**config.mk**
```make
export PLATFORM = sky130hd
export DESIGN_NAME = vnarrow_merge_flat
export DESIGN_NICKNAME = d
export VERILOG_FILES = /design/src/rtl/vnarrow_merge_pkg.sv /design/src/rtl/vnarrow_merge_if.sv /design/src/rtl/vnarrow_merge_hold.sv /design/src/rtl/vnarrow_merge.sv /design/src/flat_wrapper.sv
export SDC_FILE = /design/constraint.sdc
export NUM_CORES = 1
export LEC_CHECK = 0
export CORE_ASPECT_RATIO = 1.5
export CORE_MARGIN = 5
export CORE_UTILIZATION = 45
export CTS_CLUSTER_SIZE = 25
export DETAILED_ROUTE_END_ITERATION = 10
export HOLD_SLACK_MARGIN = 0.06
export PLACE_DENSITY = 0.8
export SLEW_MARGIN = 25
export SYNTH_ARGS = -nofsm -noshare
export SYNTH_HDL_FRONTEND = slang
export SYNTH_HIERARCHICAL = 1
export SYNTH_SLANG_ARGS = --single-unit
```
**constraint.sdc**
```tcl
create_clock -name clk -period 2.25 [get_ports clk]
set_input_delay 0.45 -clock clk [delete_from_list [all_inputs] [get_ports clk]]
set_output_delay 0.45 -clock clk [all_outputs]
set_load 0.02 [all_outputs]
```
**src/rtl/vnarrow_merge_pkg.sv**
```systemverilog
// Shared vALU definitions for the narrowing merge stage.
//   SEW8..SEW64    : element-width codes carried on in_sew/out_sew
//   merge_state_e  : pairing FSM states
package vnarrow_merge_pkg;

  localparam logic [1:0] SEW8  = 2'd0;
  localparam logic [1:0] SEW16 = 2'd1;
  localparam logic [1:0] SEW32 = 2'd2;
  localparam logic [1:0] SEW64 = 2'd3;

  typedef enum logic [1:0] {
    EMPTY = 2'd0,  // nothing held
    HOLD  = 2'd1,  // low half held, waiting for its high half
    FLUSH = 2'd2   // held low half queued for emission next cycle
  } merge_state_e;

endpackage

```
**src/rtl/vnarrow_merge_if.sv**
```systemverilog
// Bus between the narrowing stage, the merge block and VRF writeback.
//   in_*  : narrowed half-word stream (in_valid, in_hi, in_vec, in_be,
//           in_sew, in_addr, in_last, in_flush)
//   out_* : merged registered word (out_valid, out_vec, out_be, out_sew,
//           out_addr) plus busy
//   slave  : the merge block
//   master : the surrounding stage / bench
interface vnarrow_merge_if #(
  parameter int unsigned DATA_WIDTH = 64,
  parameter int unsigned ADDR_WIDTH = 32,
  parameter int unsigned SEW_WIDTH  = 2,
  parameter int unsigned BE_WIDTH   = DATA_WIDTH / 8
);

  logic                  in_valid;
  logic                  in_hi;
  logic [DATA_WIDTH-1:0] in_vec;
  logic [BE_WIDTH-1:0]   in_be;
  logic [SEW_WIDTH-1:0]  in_sew;
  logic [ADDR_WIDTH-1:0] in_addr;
  logic                  in_last;
  logic                  in_flush;

  logic                  out_valid;
  logic [DATA_WIDTH-1:0] out_vec;
  logic [BE_WIDTH-1:0]   out_be;
  logic [SEW_WIDTH-1:0]  out_sew;
  logic [ADDR_WIDTH-1:0] out_addr;
  logic                  busy;

  modport slave (
    input  in_valid, in_hi, in_vec, in_be, in_sew, in_addr, in_last, in_flush,
    output out_valid, out_vec, out_be, out_sew, out_addr, busy
  );

  modport master (
    output in_valid, in_hi, in_vec, in_be, in_sew, in_addr, in_last, in_flush,
    input  out_valid, out_vec, out_be, out_sew, out_addr, busy
  );

endinterface

```
**src/rtl/vnarrow_merge_hold.sv**
```systemverilog
// Hold-register bank for the held low half-word of a pair.
//   clk, rst        : clock, synchronous active-high reset
//   capture         : load d_* (wins over clear)
//   clear           : zero the bank
//   d_lo/be/sew/addr: low-half data, byte-enables, SEW, address to hold
//   q_lo/be/sew/addr: held values
module vnarrow_merge_hold #(
  parameter int unsigned HALF_WIDTH = 32,
  parameter int unsigned HBE_WIDTH  = 4,
  parameter int unsigned SEW_WIDTH  = 2,
  parameter int unsigned ADDR_WIDTH = 32
) (
  input  logic                  clk,
  input  logic                  rst,
  input  logic                  capture,
  input  logic                  clear,
  input  logic [HALF_WIDTH-1:0] d_lo,
  input  logic [HBE_WIDTH-1:0]  d_be,
  input  logic [SEW_WIDTH-1:0]  d_sew,
  input  logic [ADDR_WIDTH-1:0] d_addr,
  output logic [HALF_WIDTH-1:0] q_lo,
  output logic [HBE_WIDTH-1:0]  q_be,
  output logic [SEW_WIDTH-1:0]  q_sew,
  output logic [ADDR_WIDTH-1:0] q_addr
);

  // Capture beats clear: a restart after a gap emits the old half and
  // loads the new one in the same cycle.
  always_ff @(posedge clk) begin
    if (rst) begin
      q_lo   <= '0;
      q_be   <= '0;
      q_sew  <= '0;
      q_addr <= '0;
    end else if (capture) begin
      q_lo   <= d_lo;
      q_be   <= d_be;
      q_sew  <= d_sew;
      q_addr <= d_addr;
    end else if (clear) begin
      q_lo   <= '0;
      q_be   <= '0;
      q_sew  <= '0;
      q_addr <= '0;
    end
  end

endmodule

```
**src/rtl/vnarrow_merge.sv**
```systemverilog
// Pairs a narrowed low half-word with the following high half-word into one
// full VRF word, merging byte-enables. A lone half is written as a partial
// word at gaps, instruction end or flush. All outputs registered, 1-cycle
// latency.
//   clk, rst : clock, synchronous active-high reset
//   bus      : vnarrow_merge_if.slave (in_* half stream, out_* merged word,
//              busy = a half is held or a flush is queued)
module vnarrow_merge
  import vnarrow_merge_pkg::*;
#(
  parameter int unsigned DATA_WIDTH = 64,
  parameter int unsigned HALF_WIDTH = DATA_WIDTH / 2,
  parameter int unsigned ADDR_WIDTH = 32,
  parameter int unsigned SEW_WIDTH  = 2,
  parameter int unsigned BE_WIDTH   = DATA_WIDTH / 8
) (
  input  logic           clk,
  input  logic           rst,
  vnarrow_merge_if.slave bus
);

  localparam int unsigned HBE_WIDTH = BE_WIDTH / 2;

  merge_state_e state, state_n;

  logic                  capture, clear;
  logic [HALF_WIDTH-1:0] h_lo;
  logic [HBE_WIDTH-1:0]  h_be;
  logic [SEW_WIDTH-1:0]  h_sew;
  logic [ADDR_WIDTH-1:0] h_addr;

  logic [HALF_WIDTH-1:0] lo_vec, hi_vec;
  logic [HBE_WIDTH-1:0]  lo_be, hi_be;

  logic                  emit_valid;
  logic [DATA_WIDTH-1:0] emit_vec;
  logic [BE_WIDTH-1:0]   emit_be;
  logic [SEW_WIDTH-1:0]  emit_sew;
  logic [ADDR_WIDTH-1:0] emit_addr;

  logic                  out_valid_q;
  logic [DATA_WIDTH-1:0] out_vec_q;
  logic [BE_WIDTH-1:0]   out_be_q;
  logic [SEW_WIDTH-1:0]  out_sew_q;
  logic [ADDR_WIDTH-1:0] out_addr_q;

  assign lo_vec = bus.in_vec[HALF_WIDTH-1:0];
  assign hi_vec = bus.in_vec[DATA_WIDTH-1:HALF_WIDTH];
  assign lo_be  = bus.in_be[HBE_WIDTH-1:0];
  assign hi_be  = bus.in_be[BE_WIDTH-1:HBE_WIDTH];

  vnarrow_merge_hold #(
    .HALF_WIDTH (HALF_WIDTH),
    .HBE_WIDTH  (HBE_WIDTH),
    .SEW_WIDTH  (SEW_WIDTH),
    .ADDR_WIDTH (ADDR_WIDTH)
  ) u_hold (
    .clk     (clk),
    .rst     (rst),
    .capture (capture),
    .clear   (clear),
    .d_lo    (lo_vec),
    .d_be    (lo_be),
    .d_sew   (bus.in_sew),
    .d_addr  (bus.in_addr),
    .q_lo    (h_lo),
    .q_be    (h_be),
    .q_sew   (h_sew),
    .q_addr  (h_addr)
  );

  always_ff @(posedge clk) begin
    if (rst) state <= EMPTY;
    else     state <= state_n;
  end

  always_comb begin
    state_n    = state;
    capture    = 1'b0;
    clear      = 1'b0;
    emit_valid = 1'b0;
    emit_vec   = '0;
    emit_be    = '0;
    emit_sew   = '0;
    emit_addr  = '0;
    unique case (state)
      EMPTY: begin
        if (bus.in_valid) begin
          if (bus.in_hi) begin
            // orphan high half: written alone with its own addr/sew
            emit_valid = 1'b1;
            emit_vec   = {hi_vec, {HALF_WIDTH{1'b0}}};
            emit_be    = {hi_be, {HBE_WIDTH{1'b0}}};
            emit_sew   = bus.in_sew;
            emit_addr  = bus.in_addr;
          end else if (bus.in_last || bus.in_flush) begin
            emit_valid = 1'b1;
            emit_vec   = {{HALF_WIDTH{1'b0}}, lo_vec};
            emit_be    = {{HBE_WIDTH{1'b0}}, lo_be};
            emit_sew   = bus.in_sew;
            emit_addr  = bus.in_addr;
          end else begin
            capture = 1'b1;
            state_n = HOLD;
          end
        end
      end
      HOLD: begin
        if (bus.in_valid && bus.in_hi) begin
          emit_valid = 1'b1;
          emit_vec   = {hi_vec, h_lo};
          emit_be    = {hi_be, h_be};
          emit_sew   = h_sew;
          emit_addr  = h_addr;
          clear      = 1'b1;
          state_n    = EMPTY;
        end else if (bus.in_valid) begin
          // Restart after a gap: the old half goes out now, so a new low
          // half that must also go out (last/flush) is queued via FLUSH.
          emit_valid = 1'b1;
          emit_vec   = {{HALF_WIDTH{1'b0}}, h_lo};
          emit_be    = {{HBE_WIDTH{1'b0}}, h_be};
          emit_sew   = h_sew;
          emit_addr  = h_addr;
          capture    = 1'b1;
          state_n    = (bus.in_last || bus.in_flush) ? FLUSH : HOLD;
        end else if (bus.in_flush) begin
          emit_valid = 1'b1;
          emit_vec   = {{HALF_WIDTH{1'b0}}, h_lo};
          emit_be    = {{HBE_WIDTH{1'b0}}, h_be};
          emit_sew   = h_sew;
          emit_addr  = h_addr;
          clear      = 1'b1;
          state_n    = EMPTY;
        end
      end
      FLUSH: begin
        emit_valid = 1'b1;
        emit_vec   = {{HALF_WIDTH{1'b0}}, h_lo};
        emit_be    = {{HBE_WIDTH{1'b0}}, h_be};
        emit_sew   = h_sew;
        emit_addr  = h_addr;
        clear      = 1'b1;
        state_n    = EMPTY;
      end
      default: begin
        clear   = 1'b1;
        state_n = EMPTY;
      end
    endcase
  end

  // Outputs reload every cycle so idle cycles present zeros.
  always_ff @(posedge clk) begin
    if (rst) begin
      out_valid_q <= 1'b0;
      out_vec_q   <= '0;
      out_be_q    <= '0;
      out_sew_q   <= '0;
      out_addr_q  <= '0;
    end else begin
      out_valid_q <= emit_valid;
      out_vec_q   <= emit_vec;
      out_be_q    <= emit_be;
      out_sew_q   <= emit_sew;
      out_addr_q  <= emit_addr;
    end
  end

  assign bus.out_valid = out_valid_q;
  assign bus.out_vec   = out_vec_q;
  assign bus.out_be    = out_be_q;
  assign bus.out_sew   = out_sew_q;
  assign bus.out_addr  = out_addr_q;
  assign bus.busy      = (state != EMPTY);

endmodule

```
**src/flat_wrapper.sv**
```systemverilog
// flat-port wrapper written by rule: the top's interface ports become plain ports
module vnarrow_merge_flat import vnarrow_merge_pkg::*;
#(
  parameter int unsigned DATA_WIDTH = 64,
  parameter int unsigned HALF_WIDTH = DATA_WIDTH / 2,
  parameter int unsigned ADDR_WIDTH = 32,
  parameter int unsigned SEW_WIDTH  = 2,
  parameter int unsigned BE_WIDTH   = DATA_WIDTH / 8
)
  (clk, rst, bus_in_valid, bus_in_hi, bus_in_vec, bus_in_be, bus_in_sew, bus_in_addr, bus_in_last, bus_in_flush, bus_out_valid, bus_out_vec, bus_out_be, bus_out_sew, bus_out_addr, bus_busy);
  vnarrow_merge_if #(.DATA_WIDTH(DATA_WIDTH), .ADDR_WIDTH(ADDR_WIDTH), .SEW_WIDTH(SEW_WIDTH), .BE_WIDTH(BE_WIDTH)) bus_i ();
  input  logic clk;
  input  logic rst;
  input wire logic [$bits(bus_i.in_valid)-1:0] bus_in_valid;
  input wire logic [$bits(bus_i.in_hi)-1:0] bus_in_hi;
  input wire logic [$bits(bus_i.in_vec)-1:0] bus_in_vec;
  input wire logic [$bits(bus_i.in_be)-1:0] bus_in_be;
  input wire logic [$bits(bus_i.in_sew)-1:0] bus_in_sew;
  input wire logic [$bits(bus_i.in_addr)-1:0] bus_in_addr;
  input wire logic [$bits(bus_i.in_last)-1:0] bus_in_last;
  input wire logic [$bits(bus_i.in_flush)-1:0] bus_in_flush;
  output wire logic [$bits(bus_i.out_valid)-1:0] bus_out_valid;
  output wire logic [$bits(bus_i.out_vec)-1:0] bus_out_vec;
  output wire logic [$bits(bus_i.out_be)-1:0] bus_out_be;
  output wire logic [$bits(bus_i.out_sew)-1:0] bus_out_sew;
  output wire logic [$bits(bus_i.out_addr)-1:0] bus_out_addr;
  output wire logic [$bits(bus_i.busy)-1:0] bus_busy;
  assign bus_i.in_valid = bus_in_valid;
  assign bus_i.in_hi = bus_in_hi;
  assign bus_i.in_vec = bus_in_vec;
  assign bus_i.in_be = bus_in_be;
  assign bus_i.in_sew = bus_in_sew;
  assign bus_i.in_addr = bus_in_addr;
  assign bus_i.in_last = bus_in_last;
  assign bus_i.in_flush = bus_in_flush;
  assign bus_out_valid = bus_i.out_valid;
  assign bus_out_vec = bus_i.out_vec;
  assign bus_out_be = bus_i.out_be;
  assign bus_out_sew = bus_i.out_sew;
  assign bus_out_addr = bus_i.out_addr;
  assign bus_busy = bus_i.busy;
  vnarrow_merge #(.DATA_WIDTH(DATA_WIDTH), .HALF_WIDTH(HALF_WIDTH), .ADDR_WIDTH(ADDR_WIDTH), .SEW_WIDTH(SEW_WIDTH), .BE_WIDTH(BE_WIDTH)) u_core (.clk(clk), .rst(rst), .bus(bus_i));
endmodule
```
==> impl_metrics.json <==
{
  "combPwrFrac_pct": 10.4,
  "crit_type": "reg2out",
  "p_leak_nw": 3.20,
  "synthCells": 575,
  "die_h_um": 155,
  "rows": 53,
  "path_clk_slew_ns": 0.07,
  "ir_drop_uv": 507,
  "port_buffers": 219,
  "drive_gt1_share_pct": 9.47,
  "max_freq_ghz": 0.480,
  "drv_cap": 0,
  "ctsHtreeMaxLevel": 4,
  "ant_nets": 0,
  "p_sw_share_pct": 23.0,
  "max_slew_margin_pct": 49.6,
  "slowest_stage": "clkdlybuf4s50_1",
  "clock_sinks": 179,
  "clockRootBuffer": "clkbuf_16",
  "internal_power_mw": 5.23,
  "critical_path.top_delay_family": "buffers and inverters",
  "ys.flop_type": "dfxtp_1",
  "syn-num-nets": 687,
  "synth_edf_count": 0,
  "dieArea_um2": 16500,
  "drc": 0,
  "setup-violations-final": 0,
  "synth.most_common_cell": "dfxtp_1",
  "p_clk_share_pct": 41.0,
  "post_drt_wl_per_cell_um": 17.7,
  "synth_cell_type_count": 32,
  "fin_cells": 958,
  "synth_top_area_cell": "dfxtp_1",
  "avgSynthCellArea_um2": 10.9,
  "hold_path.class": "in2reg",
  "path_buf_inv": 1,
  "grt_use_total_pct": 20.7,
  "placed_cell_area_um2": 8580,
  "ys_seq_area_share_pct": 57.1,
  "yosysWarnings": 6,
  "cts_setup_buffers": 0,
  "cp_slowest_stage_delay_ns": 0.56,
  "grt_pass1_vias": 5417,
  "power.total_mw": 6.79,
  "core_um2": 13900,
  "cp.arrival_ns": 1.63,
  "outcome": "finished, final reports clean",
  "grt.overflow.total": 0,
  "num_io_pins": 220,
  "nFillCells": 1032,
  "area_growth_pct": 45.7,
  "syn_area_um2": 6280,
  "clock_skew_ns": 0.00639,
  "rsz0062_at_grt": "no",
  "grt_pass1_wl_um": 27200,
  "seqPwrFrac_pct": 48.5,
  "critPathLaunchType": "flop",
  "ys_ff_latch": 179,
  "worstPathMaxFanout": 8,
  "final.setup.tns_ns": 0,
  "grt_start_max_net_pins": 72,
  "dr.pass1.iters": 5,
  "cp_cell_sequence": "or2_2 > clkdlybuf4s50_1",
  "fin_util_pct": 66.0,
  "vias_per_cell": 5.41,
  "antenna_found_initial": 1,
  "critPathRequiredTime_ns": 1.80,
  "cts_tree": "yes",
  "synth_commonest_cells": "dfxtp_1, nand2_1, a32o_1, inv_1, o32ai_1",
  "p_per_area_nw_per_um2": 743,
  "synth_top_area_share_pct": 57.1,
  "cts_buffers": 17,
  "start_util_pct": 45.3,
  "post-route-cell-area_um2": 9150,
  "place_congestion": 0.843,
  "drt-total-wl_um": 16900,
  "insertion_delay_ns": 0.41,
  "synthArstFlopShare_pct": 0,
  "fin_crit_ns": 2.08,
  "synth_area_leaders": "dfxtp_1, a32o_1, o32ai_1",
  "post-dp-hpwl_um": 11900,
  "p_sw_mw": 1.56,
  "cp-end-kind": "output port",
  "num-nets-final": 891,
  "clk_path_buf_depth": 2,
  "fp.dieW_um": 106,
  "vias": 5180,
  "post-route-period-util_pct": 92.6,
  "hold_violations": 0,
  "tightestPinTransition_ns": 0.756,
  "finalMaxSlewViolations": 0,
  "drtIter0Drc": 275,
  "placed_cells": 925
}
## layer usage
metal / wire [µm] / vias to the layer above / GRT usage [%]
met2: 9130 / 222 / 37.4
met5: 0 / - / 0
li1: - / 2474 / -
met4: 458 / 0 / 9.14
met3: 1480 / 28 / 7.27
met1: 5860 / 2456 / 21.3
## registers in the layout (all words and copies together) (netlist names), 4 cells and up
| register | cells |
|---|---|
| u_core/u_hold/q_lo | 32 |
| u_core/bus.out_be | 8 |
| u_core/u_hold/q_be | 4 |
| u_core/bus.out_addr | 32 |
| u_core/bus.out_vec | 64 |
| u_core/u_hold/q_addr | 32 |
## worst paths after layout
check | endpoint | slack, ns | cells past startpoint | startpoint
hold reg to reg | u_core/u_hold/q_lo[7] | 0.47 | 2 | u_core/u_hold/q_lo[7]
setup / recovery | bus_busy | 0.17 | 2 | u_core/state[0]
setup reg to reg | u_core/u_hold/q_lo[4] | 0.54 | 6 | u_core/state[0]
hold / removal | u_core/state[1] | 0.44 | 3 | rst
## worst reg2reg max path: cells and delay by family (launching register included)
kind            cells  cell delay [ns]
flops               1             0.42
compound gates      2             0.35
buf+inv             2             0.50
simple gates        2             0.33
## metrics by stage
stage / setup slack, ns / hold slack, ns
final: 0.167 / 0.443
after global routing: 0.105 / 0.438
after CTS: 0.0611 / 0.430
after detailed placement: -0.000692 / 0.464
after global placement: 0.0886 / 0.460
after floorplan: 0.500 / 0.452
## repair_timing
item                                    in CTS  in global routing
resized for setup                            0                  1
hold buffers                                 0                  0
hold endpoints to repair                     0                  0
endpoints found under the setup margin       0                  1
## final cells by class
| cell class | count | area (µm²) | area share [%] |
|---|---|---|---|
| Timing Repair Buffer | 242 | 2450 | 26.8 |
| Clock buffer | 21 | 460 | 5.03 |
| Antenna cell | 1 | 2.50 | 0.0274 |
| Tap cell | 165 | 206 | 2.26 |
| Multi-Input combinational cell | 268 | 2070 | 22.7 |
| Sequential cell | 179 | 3580 | 39.2 |
| Clock inverter | 11 | 103 | 1.12 |
| Inverter | 71 | 269 | 2.94 |
## layout by cell type (no fill, tap or decap), drive strengths merged, types with 3 or more instances in the layout
cell type	count
clkdlybuf4s50	218
dfxtp	179
inv	74
nand2	71
a32o	70
o32ai	69
and2	37
buf	24
clkbuf	21
clkinv	4
clkinvlp	3
## power groups by stage
stage                     Combinational [mW]  Sequential, mW  Clock (mW)
after floorplan                        0.227            3.44           0
after global placement                 0.690            3.36           0
after detailed placement               0.705            3.37           0
after CTS                              0.711            3.30        2.85
after global routing                   0.754            3.30        3.00
final                                  0.708            3.30        2.79
## cells by family after synthesis
group           share of synthesized area, %
compound gates                          22.8
simple gates                            9.55
buf+inv                                 10.0
flops                                   57.1
mux                                    0.518
Power figures use the tool's default switching activity.
